$ cat src/rtl/sim_pkg.sv
// Shared types and constants for the circuit-solver step sequencer.
package sim_pkg;

  // Solver phase sequence: idle, branch-current update, node-voltage update,
  // then hand-off of the finished step to the capture path.
  typedef enum logic [1:0] {
    S_IDLE   = 2'd0,
    S_BRANCH = 2'd1,
    S_NODE   = 2'd2,
    S_SAMPLE = 2'd3
  } state_t;

  // Source samples are signed Q16.16.
  localparam int FRAC_W     = 16;
  localparam int CNT_W_DEF  = 10;
  localparam int DATA_W_DEF = 32;

endpackage

$ cat src/rtl/sim_src_gen.sv
// Square-wave source generator: holds the phase counter, the latched
// period/high/amplitude settings and the registered source value.
// load_i restarts the waveform from the live inputs; adv_i moves one step on
// and re-latches the settings at each period boundary.
module sim_src_gen
  import sim_pkg::*;
#(
  parameter int CNT_W  = CNT_W_DEF,
  parameter int DATA_W = DATA_W_DEF
) (
  input  logic              clk_i,
  input  logic              rst_ni,
  input  logic              load_i,
  input  logic              adv_i,
  input  logic [CNT_W-1:0]  period_i,
  input  logic [CNT_W-1:0]  high_i,
  input  logic [DATA_W-1:0] amp_i,
  output logic [DATA_W-1:0] src_o
);

  logic [CNT_W-1:0]  pcnt_q, pcnt_d;
  logic [CNT_W-1:0]  per_q, per_d;
  logic [CNT_W-1:0]  high_q, high_d;
  logic [DATA_W-1:0] amp_q, amp_d;
  logic [DATA_W-1:0] src_q, src_d;
  logic [CNT_W-1:0]  per_eff;

  // A period of zero behaves as one step.
  function automatic logic [CNT_W-1:0] eff_period(input logic [CNT_W-1:0] per);
    return (per == '0) ? CNT_W'(1) : per;
  endfunction

  // Low phase first: amplitude once the count reaches period-high.
  function automatic logic [DATA_W-1:0] wave(input logic [CNT_W-1:0]  cnt,
                                             input logic [CNT_W-1:0]  per,
                                             input logic [CNT_W-1:0]  hi,
                                             input logic [DATA_W-1:0] amp);
    logic [CNT_W-1:0] p;
    p = eff_period(per);
    if (hi >= p) return amp;
    if (cnt >= (p - hi)) return amp;
    return '0;
  endfunction

  assign per_eff = eff_period(per_q);

  // Next phase count, settings and source value on load or advance.
  always_comb begin
    pcnt_d = pcnt_q;
    per_d  = per_q;
    high_d = high_q;
    amp_d  = amp_q;
    src_d  = src_q;
    if (load_i || (adv_i && (pcnt_q >= (per_eff - CNT_W'(1))))) begin
      pcnt_d = '0;
      per_d  = period_i;
      high_d = high_i;
      amp_d  = amp_i;
      src_d  = wave('0, period_i, high_i, amp_i);
    end else if (adv_i) begin
      pcnt_d = pcnt_q + CNT_W'(1);
      src_d  = wave(pcnt_q + CNT_W'(1), per_q, high_q, amp_q);
    end
  end

  // Waveform state registers.
  always_ff @(posedge clk_i or negedge rst_ni) begin
    if (!rst_ni) begin
      pcnt_q <= '0;
      per_q  <= '0;
      high_q <= '0;
      amp_q  <= '0;
      src_q  <= '0;
    end else begin
      pcnt_q <= pcnt_d;
      per_q  <= per_d;
      high_q <= high_d;
      amp_q  <= amp_d;
      src_q  <= src_d;
    end
  end

  assign src_o = src_q;

endmodule

$ cat src/rtl/sim_step_sequencer.sv
// Two-phase solver step sequencer: branch strobe, node strobe, then a
// valid/ready hand-off per step, with start/stop/single-step control.
// Optional build macro SIM_STEP_LIMIT_EN adds step_limit_i/done_o so a run
// ends by itself after a programmed number of steps.
module sim_step_sequencer
  import sim_pkg::*;
#(
  parameter int CNT_W  = CNT_W_DEF,
  parameter int DATA_W = DATA_W_DEF
) (
  input  logic              clk_i,
  input  logic              rst_ni,
  input  logic              start_i,
  input  logic              stop_i,
  input  logic              step_i,
  input  logic [CNT_W-1:0]  period_i,
  input  logic [CNT_W-1:0]  high_i,
  input  logic [DATA_W-1:0] amp_i,
  output logic [DATA_W-1:0] src_o,
  output logic              ph_branch_o,
  output logic              ph_node_o,
  output logic              smp_valid_o,
  input  logic              smp_ready_i,
  output logic [31:0]       step_cnt_o,
  output logic              busy_o
`ifdef SIM_STEP_LIMIT_EN
  ,
  input  logic [31:0]       step_limit_i,
  output logic              done_o
`endif
);

  state_t      state_q;
  logic        branch_q, node_q, valid_q, busy_q;
  logic        stop_pend_q, one_shot_q;
  logic [31:0] cnt_q;
  logic [31:0] cnt_inc;
  logic        go, hs, limit_hit, end_run;

  // Stop beats start; a step request is always a single step.
  assign go      = (start_i || step_i) && !stop_i;
  assign hs      = (state_q == S_SAMPLE) && smp_ready_i;
  assign cnt_inc = cnt_q + 32'd1;

`ifdef SIM_STEP_LIMIT_EN
  logic done_q;
  assign limit_hit = (step_limit_i != 32'd0) && (cnt_inc == step_limit_i);
  assign done_o    = done_q;
`else
  assign limit_hit = 1'b0;
`endif

  // A stop arriving in the handshake cycle itself still ends the run here.
  assign end_run = one_shot_q || stop_pend_q || stop_i || limit_hit;

  // Sequencer FSM with registered strobes, flags and step counter.
  always_ff @(posedge clk_i or negedge rst_ni) begin
    if (!rst_ni) begin
      state_q     <= S_IDLE;
      branch_q    <= 1'b0;
      node_q      <= 1'b0;
      valid_q     <= 1'b0;
      busy_q      <= 1'b0;
      stop_pend_q <= 1'b0;
      one_shot_q  <= 1'b0;
      cnt_q       <= '0;
`ifdef SIM_STEP_LIMIT_EN
      done_q      <= 1'b0;
`endif
    end else begin
      branch_q <= 1'b0;
      node_q   <= 1'b0;
`ifdef SIM_STEP_LIMIT_EN
      done_q   <= 1'b0;
`endif
      case (state_q)
        S_IDLE: begin
          if (go) begin
            state_q    <= S_BRANCH;
            branch_q   <= 1'b1;
            busy_q     <= 1'b1;
            one_shot_q <= step_i;
`ifdef SIM_STEP_LIMIT_EN
            if (!step_i) cnt_q <= '0;
`endif
          end
        end
        S_BRANCH: begin
          state_q <= S_NODE;
          node_q  <= 1'b1;
          if (stop_i) stop_pend_q <= 1'b1;
        end
        S_NODE: begin
          state_q <= S_SAMPLE;
          valid_q <= 1'b1;
          if (stop_i) stop_pend_q <= 1'b1;
        end
        S_SAMPLE: begin
          if (smp_ready_i) begin
            valid_q <= 1'b0;
            cnt_q   <= cnt_inc;
            if (end_run) begin
              state_q     <= S_IDLE;
              busy_q      <= 1'b0;
              stop_pend_q <= 1'b0;
              one_shot_q  <= 1'b0;
`ifdef SIM_STEP_LIMIT_EN
              done_q      <= limit_hit;
`endif
            end else begin
              state_q  <= S_BRANCH;
              branch_q <= 1'b1;
            end
          end else if (stop_i) begin
            stop_pend_q <= 1'b1;
          end
        end
        default: state_q <= S_IDLE;
      endcase
    end
  end

  sim_src_gen #(
    .CNT_W  (CNT_W),
    .DATA_W (DATA_W)
  ) u_src_gen (
    .clk_i    (clk_i),
    .rst_ni   (rst_ni),
    .load_i   ((state_q == S_IDLE) && go),
    .adv_i    (hs),
    .period_i (period_i),
    .high_i   (high_i),
    .amp_i    (amp_i),
    .src_o    (src_o)
  );

  assign ph_branch_o = branch_q;
  assign ph_node_o   = node_q;
  assign smp_valid_o = valid_q;
  assign busy_o      = busy_q;
  assign step_cnt_o  = cnt_q;

endmodule
$ cat config.mk
export PLATFORM = sky130hd
export DESIGN_NAME = sim_step_sequencer
export DESIGN_NICKNAME = d
export VERILOG_FILES = /design/src/rtl/sim_pkg.sv /design/src/rtl/sim_src_gen.sv /design/src/rtl/sim_step_sequencer.sv
export SDC_FILE = /design/constraint.sdc
export NUM_CORES = 1
export LEC_CHECK = 0
export ABC_AREA = 1
export CAP_MARGIN = 25
export CORE_ASPECT_RATIO = 2
export CORE_MARGIN = 1.5
export CORE_UTILIZATION = 25
export CTS_BUF_LIST = sky130_fd_sc_hd__clkbuf_8 sky130_fd_sc_hd__clkbuf_16
export CTS_CLUSTER_DIAMETER = 40
export CTS_CLUSTER_SIZE = 30
export DETAILED_ROUTE_END_ITERATION = 6
export GPL_TIMING_DRIVEN = 0
export PLACE_DENSITY = 0.53
export SYNTH_ARGS = -nofsm -noshare
export SYNTH_HDL_FRONTEND = slang
export SYNTH_HIERARCHICAL = 1
export SYNTH_SLANG_ARGS = --single-unit
$ cat constraint.sdc
create_clock -name clk_i -period 5.11 [get_ports clk_i]
set_input_delay 0.511 -clock clk_i [delete_from_list [all_inputs] [get_ports clk_i]]
set_output_delay 0.511 -clock clk_i [all_outputs]
set_load 0.05 [all_outputs]
; ---- After elaboration in Yosys (flattened, before gate mapping)
; Index checks and enable logic that the tools add are counted.
[classes]
magnitude_cmp = 5
n_addsub = 5
n_eq_ne = 7
mux = 46
reduce_logical = 22
[ops]
columns = operator, n
row1 = 32-bit two-way mux, 10
row2 = 10-bit >= comparator, 4
row3 = 10-bit two-way mux, 4
row4 = 32-bit by 1-bit adder with 32-bit output (second input constant), 1
row5 = 1-bit two-way mux, 24
row6 = 10-bit logical NOT, 2
row7 = 10-bit subtractor, 2
row8 = 10-bit by 1-bit adder with 10-bit output (second input constant), 1
row9 = 1-bit by 10-bit >= comparator with 1-bit output (first input constant), 1
row10 = 1-bit case mux with 2 select lines, 5
row11 = 10-bit by 1-bit subtractor with 10-bit output (second input constant), 1
row12 = 2-bit case mux with 4 select lines, 1
row13 = 2-bit AND reduction, 4
row14 = 2-bit nonzero test, 4
row15 = 2-bit != test (second input constant), 3
row16 = 2-bit equality test (second input constant), 2
row17 = 1-bit logical AND, 4
row18 = 1-bit logical OR, 4
row19 = 2-bit two-way mux, 2
row20 = 4-bit AND reduction, 1
row21 = 3-bit != test (second input constant), 1
row22 = 2-bit by 1-bit equality test with 1-bit output (second input constant), 1
row23 = 2-bit logical NOT, 1
row24 = 2-bit OR reduction, 1
row25 = 1-bit logical NOT, 1
[totals]
in_bits = 58
regBits = 134
out_inout_bits = 68
elab_cells = 98

; ---- Longest topological paths before layout
; Gate-level depths: netlist of run 1.
[logic_depth]
ltp_word = 14
ltp_mapped = 26
depth_no_buf = 25

; ---- Modules after synthesis
; Netlist of run 1, hierarchy kept.
[modules_own_cells]
columns = mod, cells_per_inst, area_each_um2, seq_area_each_um2, instances
row1 = sim_src_gen, 898, 6313.6, 2352.3, 1
row2 = sim_step_sequencer, 250, 2118.3, 1001.0, 1

; ---- Least setup slack after synthesis of run 1
; OpenSTA, ideal clock, no wires.
[synth_timing]
kind = register to register
startpoint = reg u_src_gen.per_q[2]
endpoint = reg u_src_gen.src_q[17], in the netlist u_src_gen/src_o[17]
path_stages_with_launch = 25
period_less_slack_ps = 3079
t_arrival_ps = 2961
setup_ps = 118
setup_slack_ps = 2031
required_time_ps = 4992
n_path_buf = 1
cell_sequence = dfrtp_1 nor2_1 nand3_1 o21ai_0 inv_1 ha_1 inv_1 a21oi_1 o21ai_0 nand2_1 nand3_1 nand4_1 o21ai_0 xnor2_1 ha_1 a21oi_1 o21a_1 nand2_1 inv_2 nand2_4 buf_6 nand2_2 nand2_1 nand2_1 nand2_1
[synth_via]
elab_chain_len = 12
elab_cells_between_ends = 22
classes_between = 2 x add/sub / 3 x order compare / 13 x mux / 4 x reduce/logical
[synth_rtl]
columns = element, line
row1 = start: declaration, sim_src_gen.sv:22  ; logic [CNT_W-1:0] per_q, per_d;
row2 = start signal: assignment, sim_src_gen.sv:76  ; per_q <= per_d;
row3 = 10-bit logical NOT, sim_src_gen.sv:30  ; return (per == '0) ? CNT_W'(1) : per;
row4 = 10-bit two-way mux *, sim_src_gen.sv:30
row5 = 10-bit subtractor, sim_src_gen.sv:41  ; if (cnt >= (p - hi)) return amp;
row6 = 10-bit >= comparator, sim_src_gen.sv:41
row7 = 1-bit two-way mux (2 in series), sim_src_gen.sv:41
row8 = 1-bit two-way mux, sim_src_gen.sv:60  ; end else if (adv_i) begin
row9 = 1-bit two-way mux, sim_src_gen.sv:54  ; if (load_i || (adv_i && (pcnt_q >= (per_eff - CNT_W'(1))))) begin
row10 = 32-bit two-way mux, sim_src_gen.sv:42  ; return '0;
row11 = 32-bit two-way mux, sim_src_gen.sv:41
row12 = 32-bit two-way mux, sim_src_gen.sv:60
row13 = 32-bit two-way mux, sim_src_gen.sv:54
row14 = end signal: assignment, sim_src_gen.sv:79  ; src_q <= src_d;
row15 = end: declaration, sim_src_gen.sv:25  ; logic [DATA_W-1:0] src_q, src_d;
; Every way passes the cells marked *; elsewhere a longest branch is shown, timed or not. The select of a mux whose other input is x is not followed.
; A chain may end at the register's enable or synchronous reset.

; ---- Worst setup path after layout of run 1
; Same ends and word-level chain as after synthesis.

==> results.txt, run 1 <==
outcome - finished clean
Clk pwr share - 0.200
area leader, netlist - dfrtp_1
Crit Path Category - reg2reg
Slew HR - 0.419
area delta synth->final - 29.0%
maximum buffer depth of the clock tree - 2
commonest cells in the netlist - 369 x nand2_1, 168 x inv_1, 134 x dfrtp_1, 120 x nor2_1, 46 x ha_1
Layout Skew - 10.9 ps
Net Switching - 2.92 mW
layout cells sized above 1 - 0.0919
Worst Path Arrival - 4150 ps
area share of the largest cell type after synthesis - 0.398
Unique masters post-synth - 42
setup TNS - 0 ps
Tightest Pin Transition - 869 ps
Final Max Tran Viols - 0
Post-CTS Setup Inserts - 0
Worst-Skew Late Latency - 440 ps
Required @ worst endpoint - 5450 ps
vias in the first global route - 7580
row cnt - 95
P_int - 3.50 mW
Max Fclk - 262 MHz
die height - 263 um
Post-synth EDFFs - 0
final net count - 1399
clk sink count - 134
period utilization - 0.746
GRT Util Overall - 0.145
ANT nets after route - 0
CTS resizes - 0
I/O pins - 126
RSZ-0062 raised after global routing - false
Syn. warnings - 6
HPWL reported at the end of detailed placement - 18700 um
initial core utilization - 0.252
Setup violations, final - 0
CTS tree - built
register area share after synthesis - 0.398
synth top area cells - dfrtp_1 40%, nand2_1 16%, inv_1 7.5%, ha_1 6.8%, nor2_1 5.3%
PortBufs - 125
most common cell in the synthesized netlist - nand2_1
total design power - 6.42 mW
total of max-cap violations - 0
Reg power frac - 0.257
length of routed met2 wiring - 14200 um
detailed-route vias per instance - 4.27
Crit. End Element - register
Starting DRT DRC Count - 301
Cells after Synth - 1148
grt ovf - 0
post-synthesis register bit count - 134
worst hold margin - 89.5 ps
CP startpoint kind - register
initial antenna violation count - 2
placed cell count - 1710
H-Tree Depth - 4
die width - 133 um
fin crit period - 3810 ps
Power Dens Cells - 591 mW/mm^2
maximum VDD drop - 0.248 mV
Leak - 5.56 nW
Clk pin slew, worst setup/hold paths - 60 ps
WL met3 - 567 um
total CTS buffers - 17
Critical Path Fanout Max - 10
Vias - 7445
asr flop ratio synth - 1.00
core area - 0.0334 mm^2
Sw Share - 0.455
post-synthesis area per instance - 7.34 um^2
die area - 0.0349 mm^2
ys flop type - dfrtp_1
Hold Fails Final Rpt - 0
Routed WL - 24200 um
Layout Cells excl Fill - 1744
largest net degree at the start of global routing - 71
wl on met1 - 8680 um
Syn Nets - 1254
final RePlAce weighted congestion - 0.865
first-pass GRT wire length - 38900 um
Hold Crit Class - in2async
Residual DRC - 0
top sig layer - met4
WL/cell - 13.9 um
Combinational Power Share - 0.543
cts hold-fix bufs - 0
router iterations before antenna repair - 6
Clock Root Buffer - clkbuf_16
synthesized area - 0.00843 mm^2
## state kept, by name (all words and copies together) (netlist names)
| signal | count |
|---|---|
| step_cnt_o | 32 |
| u_src_gen/amp_q | 32 |
| u_src_gen/src_o | 32 |
| u_src_gen/high_q | 10 |
| u_src_gen/pcnt_q | 10 |
| u_src_gen/per_q | 10 |
| state_q | 2 |
| busy_o | 1 |
| one_shot_q | 1 |
| ph_branch_o | 1 |
| ph_node_o | 1 |
| smp_valid_o | 1 |
| stop_pend_q | 1 |
## area by class of cell
cell class / count / area [um^2]
Antenna cell: 2 / 5.00
Buffer: 41 / 263
Clock buffer: 21 / 480
Clock inverter: 11 / 136
Fill cell: 3589 / 22500
Inverter: 172 / 646
Multi-Input combinational cell: 801 / 4170
Sequential cell: 134 / 3350
Tap cell: 436 / 546
Timing Repair Buffer: 126 / 1280
## routing by layer
metal / track usage / up-vias
met3: 0.0203 / 35
met1: 0.137 / 3467
met4: 0.0743 / 0
li1: - / 3805
met5: 0 / -
met2: 0.293 / 138
## logic make-up after synthesis
logic type	share of synthesized area
simple gates	0.330
buf+inv	0.108
flops	0.398
compound gates	0.0493
fa+ha+maj	0.0730
xor+xnor	0.0424
## power groups by stage
stage,Clock (mW),Combinational [mW],Sequential (mW)
final,1.29,3.49,1.65
after global routing,1.37,3.94,1.70
after CTS,1.33,3.54,1.65
after detailed placement,0,3.52,1.67
after global placement,0,3.47,1.67
after floorplan,0,2.17,2.03
## metrics by stage
step / worst slack (ps) / utilization / instance area [um^2]
floorplan: 2030 / - / 8430
global placement: -2410 / 0.306 / 10200
detailed placement: 1150 / 0.307 / 10300
CTS: 1240 / 0.326 / 10900
global route: 896 / 0.326 / 10900
finish: 1300 / 0.326 / 10900
## final timing paths
path / startpoint / endpoint / slack, ps / depth (start not counted)
worst min-delay path: rst_ni / u_src_gen/src_o[7]$_DFFE_PN0P_ / 90 / 1
max in group asynchronous: rst_ni / busy_o$_DFFE_PN0P_ / 4230 / 2
worst min register to register: busy_o$_DFFE_PN0P_ / busy_o$_DFFE_PN0P_ / 470 / 2
min in group clk_i: busy_o$_DFFE_PN0P_ / busy_o$_DFFE_PN0P_ / 470 / 2
worst max register to register: u_src_gen/per_q[2]$_DFFE_PN0N_ / u_src_gen/src_o[17]$_DFFE_PN0P_ / 1300 / 24
worst max-delay path: u_src_gen/per_q[2]$_DFFE_PN0N_ / u_src_gen/src_o[17]$_DFFE_PN0P_ / 1300 / 24
## cells in the final DEF, fill, tap and decap left out, drive strengths merged, types with 2 or more instances in the layout
| cell type | instances |
|---|---|
| a211oi | 2 |
| a21oi | 25 |
| buf | 22 |
| bufinv | 2 |
| clkbuf | 41 |
| clkdlybuf4s50 | 124 |
| clkinv | 4 |
| clkinvlp | 2 |
| dfrtp | 134 |
| diode | 2 |
| fa | 2 |
| ha | 46 |
| inv | 175 |
| nand2 | 393 |
| nand3 | 46 |
| nand3b | 6 |
| nand4 | 17 |
| nor2 | 135 |
| nor3 | 8 |
| nor4 | 2 |
| o21a | 2 |
| o21ai | 34 |
| o31ai | 6 |
| or2 | 32 |
| xnor2 | 15 |
| xor2 | 25 |
## worst max-delay path, cell delays in order, from the launching register on
cell	delay, ps
dfrtp_1	450
nor2_1	210
nand3_1	90
o21ai_0	150
inv_1	130
ha_1	200
inv_1	80
a21oi_1	70
o21ai_0	270
nand2_1	100
nand3_1	130
nand4_1	160
o21ai_0	240
xnor2_1	150
ha_1	260
a21oi_1	210
o21a_1	160
nand2_1	60
inv_2	60
nand2_4	90
buf_6	180
nand2_2	50
nand2_1	70
nand2_1	70
nand2_1	50
Note: power is estimated with default switching activity, not from simulation.
==> run 2, diff against run 1 <==
Clock period 5.11 ns to 3.53 ns, I/O delays scaled along.
==> run 2 against run 1 <==
Cell count grew 1.1%. Clock skew about the same. Critical path type unchanged. Critical endpoint is now u_src_gen/src_o[20]$_DFFE_PN0P_. Non-clock buffer count grew 19. Register-to-register slack got worse by 1100 ps.
==> results.txt, run 2 (synthesized netlist as in run 1, its figures left out) <==
maximum VDD drop - 0.358 mV (+45%)
Vias - 7534 (+1.2%)
Starting DRT DRC Count - 279 (-7.3%)
total of max-cap violations - 0 (unchanged)
Crit Path Category - reg2reg
Power Dens Cells - 880 mW/mm^2 (+49%)
Worst Path Arrival - 3680 ps (-470 ps)
clk sink count - 134 (unchanged)
Tightest Pin Transition - 844 ps (-25.2 ps)
initial core utilization - 0.252 (unchanged)
largest net degree at the start of global routing - 71 (unchanged)
vias in the first global route - 7632 (+0.69%)
initial antenna violation count - 2 (unchanged)
Max Fclk - 299 MHz (+14%)
placed cell count - 1710 (unchanged)
first-pass GRT wire length - 39100 um (+0.46%)
setup TNS - 0 ps (unchanged)
most frequent CP cell - nand2_1
Setup violations, final - 0 (unchanged)
die width - 133 um (unchanged)
Util after Layout - 0.335 (+0.00899)
HPWL reported at the end of detailed placement - 18700 um (unchanged)
Leak - 5.69 nW (+2.5%)
Clock Root Buffer - clkbuf_16
Hold Crit Class - reg2reg
grt ovf - 0 (unchanged)
Slowest cell on crit path - dfrtp_2
period utilization - 0.949 (+0.203)
core area - 0.0334 mm^2 (unchanged)
Worst-Skew Late Latency - 440 ps (about the same)
Slew HR - 0.435 (+0.0169)
detailed-route vias per instance - 4.27 (+0.10%)
Critical Path Fanout Max - 7 (-3)
H-Tree Depth - 4 (unchanged)
GRT Util Overall - 0.145 (+0.000649)
Routed WL - 24600 um (+1.5%)
Layout Cells excl Fill - 1763 (+1.1%)
row cnt - 95 (unchanged)
area delta synth->final - 32.6%
total CTS buffers - 17 (unchanged)
CP Cell Sequence - nor2_4, nand3_2, o21ai_2, inv_2, ha_2, inv_2, a21oi_1, o21ai_1, nand2_1, nand3_2, nand4_1, o21ai_2, xnor2_1, ha_1, a21oi_2, o21a_1, nand2_1, inv_2, nand2_8, clkbuf_16, nand2_2, nand2_1, nand2_1, nand2_1
Crit. End Element - register
die height - 263 um (unchanged)
ANT nets after route - 0 (unchanged)
RSZ-0062 raised after global routing - true
CTS tree - built
Residual DRC - 0 (unchanged)
layout cells sized above 1 - 0.124 (+0.0319)
Worst path max stage delay - 440 ps (about the same)
maximum buffer depth of the clock tree - 2 (unchanged)
Fillers - 3573 (-0.45%)
die area - 0.0349 mm^2 (unchanged)
final net count - 1418 (+1.4%)
PortBufs - 125 (unchanged)
I/O pins - 126 (unchanged)
WL/cell - 13.9 um (+0.43%)
Reg area - 0.00336 mm^2 (+0.19%)
area of the multi-input gates - 0.00425 mm^2 (+1.8%)
Layout Skew - 11.1 ps (+0.258 ps)
Final Max Tran Viols - 0 (unchanged)
router iterations before antenna repair - 4 (-2)
commonest non-fill, non-tap cell in the layout - nand2_1
Hold Fails Final Rpt - 0 (unchanged)
final RePlAce weighted congestion - 0.865 (unchanged)
CP startpoint kind - register
Required @ worst endpoint - 3870 ps (-1580 ps)
fin crit period - 3350 ps (-462 ps)
most frequent cells in the layout - 365 x nand2_1, 166 x inv_1, 129 x dfrtp_1
Clk pin slew, worst setup/hold paths - 60 ps (about the same)
outcome - finished clean
## run 2: cell types whose count changed in the layout (fill, tap and decap cells not counted), sizes merged
| cell | change |
|---|---|
| buf | +17 |
| dlygate4sd3 | +1 |
| clkbuf | +1 |
## run 2: path summary, 6_finish.rpt
path	startpoint	to	slack (ps)	cells past startpoint
max	u_src_gen/per_q[8]$_DFFE_PN0N_	u_src_gen/src_o[20]$_DFFE_PN0P_	180	24
min	busy_o$_DFFE_PN0P_	busy_o$_DFFE_PN0P_	470	2
max reg2reg	u_src_gen/per_q[8]$_DFFE_PN0N_	u_src_gen/src_o[20]$_DFFE_PN0P_	180	24
min reg2reg	busy_o$_DFFE_PN0P_	busy_o$_DFFE_PN0P_	470	2
max in group asynchronous	rst_ni	busy_o$_DFFE_PN0P_	2240	3
min in group asynchronous	rst_ni	u_src_gen/src_o[4]$_DFFE_PN0P_	510	2
## run 2: what timing repair did
item | 4_1_cts | 5_1_grt
hold buffers | 1 | 0
resized for setup | 13 | 34
setup buffers | 8 | 8
pin swaps | 3 | 13
endpoints found under the setup margin | 92 | 94
cloned | 0 | 2
hold endpoints to repair | 69 | 0
## run 2: area by class of cell
type                       count  area share
multi-input combinational    801       0.380
sequential                   134       0.301
timing repair buffer         145       0.131
inverter                     172      0.0578
tap                          436      0.0488
clock buffer                  21      0.0430
buffer                        41      0.0269
clock inverter                11      0.0122
antenna                        2    0.000448
## run 2: metrics by stage
stage | area (um^2) | hold WS (ps) | worst slack [ps] | power [mW]
2_1_floorplan | 8430 | 57.4 | 451 | 6.08
3_3_place_gp | 10200 | 463 | -3840 | 7.44
3_5_place_dp | 10300 | 429 | -340 | 7.51
4_1_cts | 11000 | 482 | 1.01 | 9.56
5_1_grt | 11200 | 501 | -41.5 | 10.7
6_report | 11200 | 474 | 181 | 9.84
## run 2: metal layers
metal  vias to the layer above  global-route usage  wire, um
met3                        43              0.0203       576
met2                       141               0.292     14400
met5                         -                   0         0
met4                         0              0.0778       804
met1                      3509               0.138      8770
li1                       3841                   -         -
## run 2: critical path: cells and delay by family, from the launching register on
kind            cells  cell delay, ps
flops               1             440
xor+xnor            1              90
buf+inv             4             410
simple gates       11             960
fa+ha+maj           2             490
compound gates      6             850
## run 2: where the power goes
part	internal (mW)	switching, mW
sequential	2.08	0.303
combinational	2.24	3.35
clock	1.13	0.736
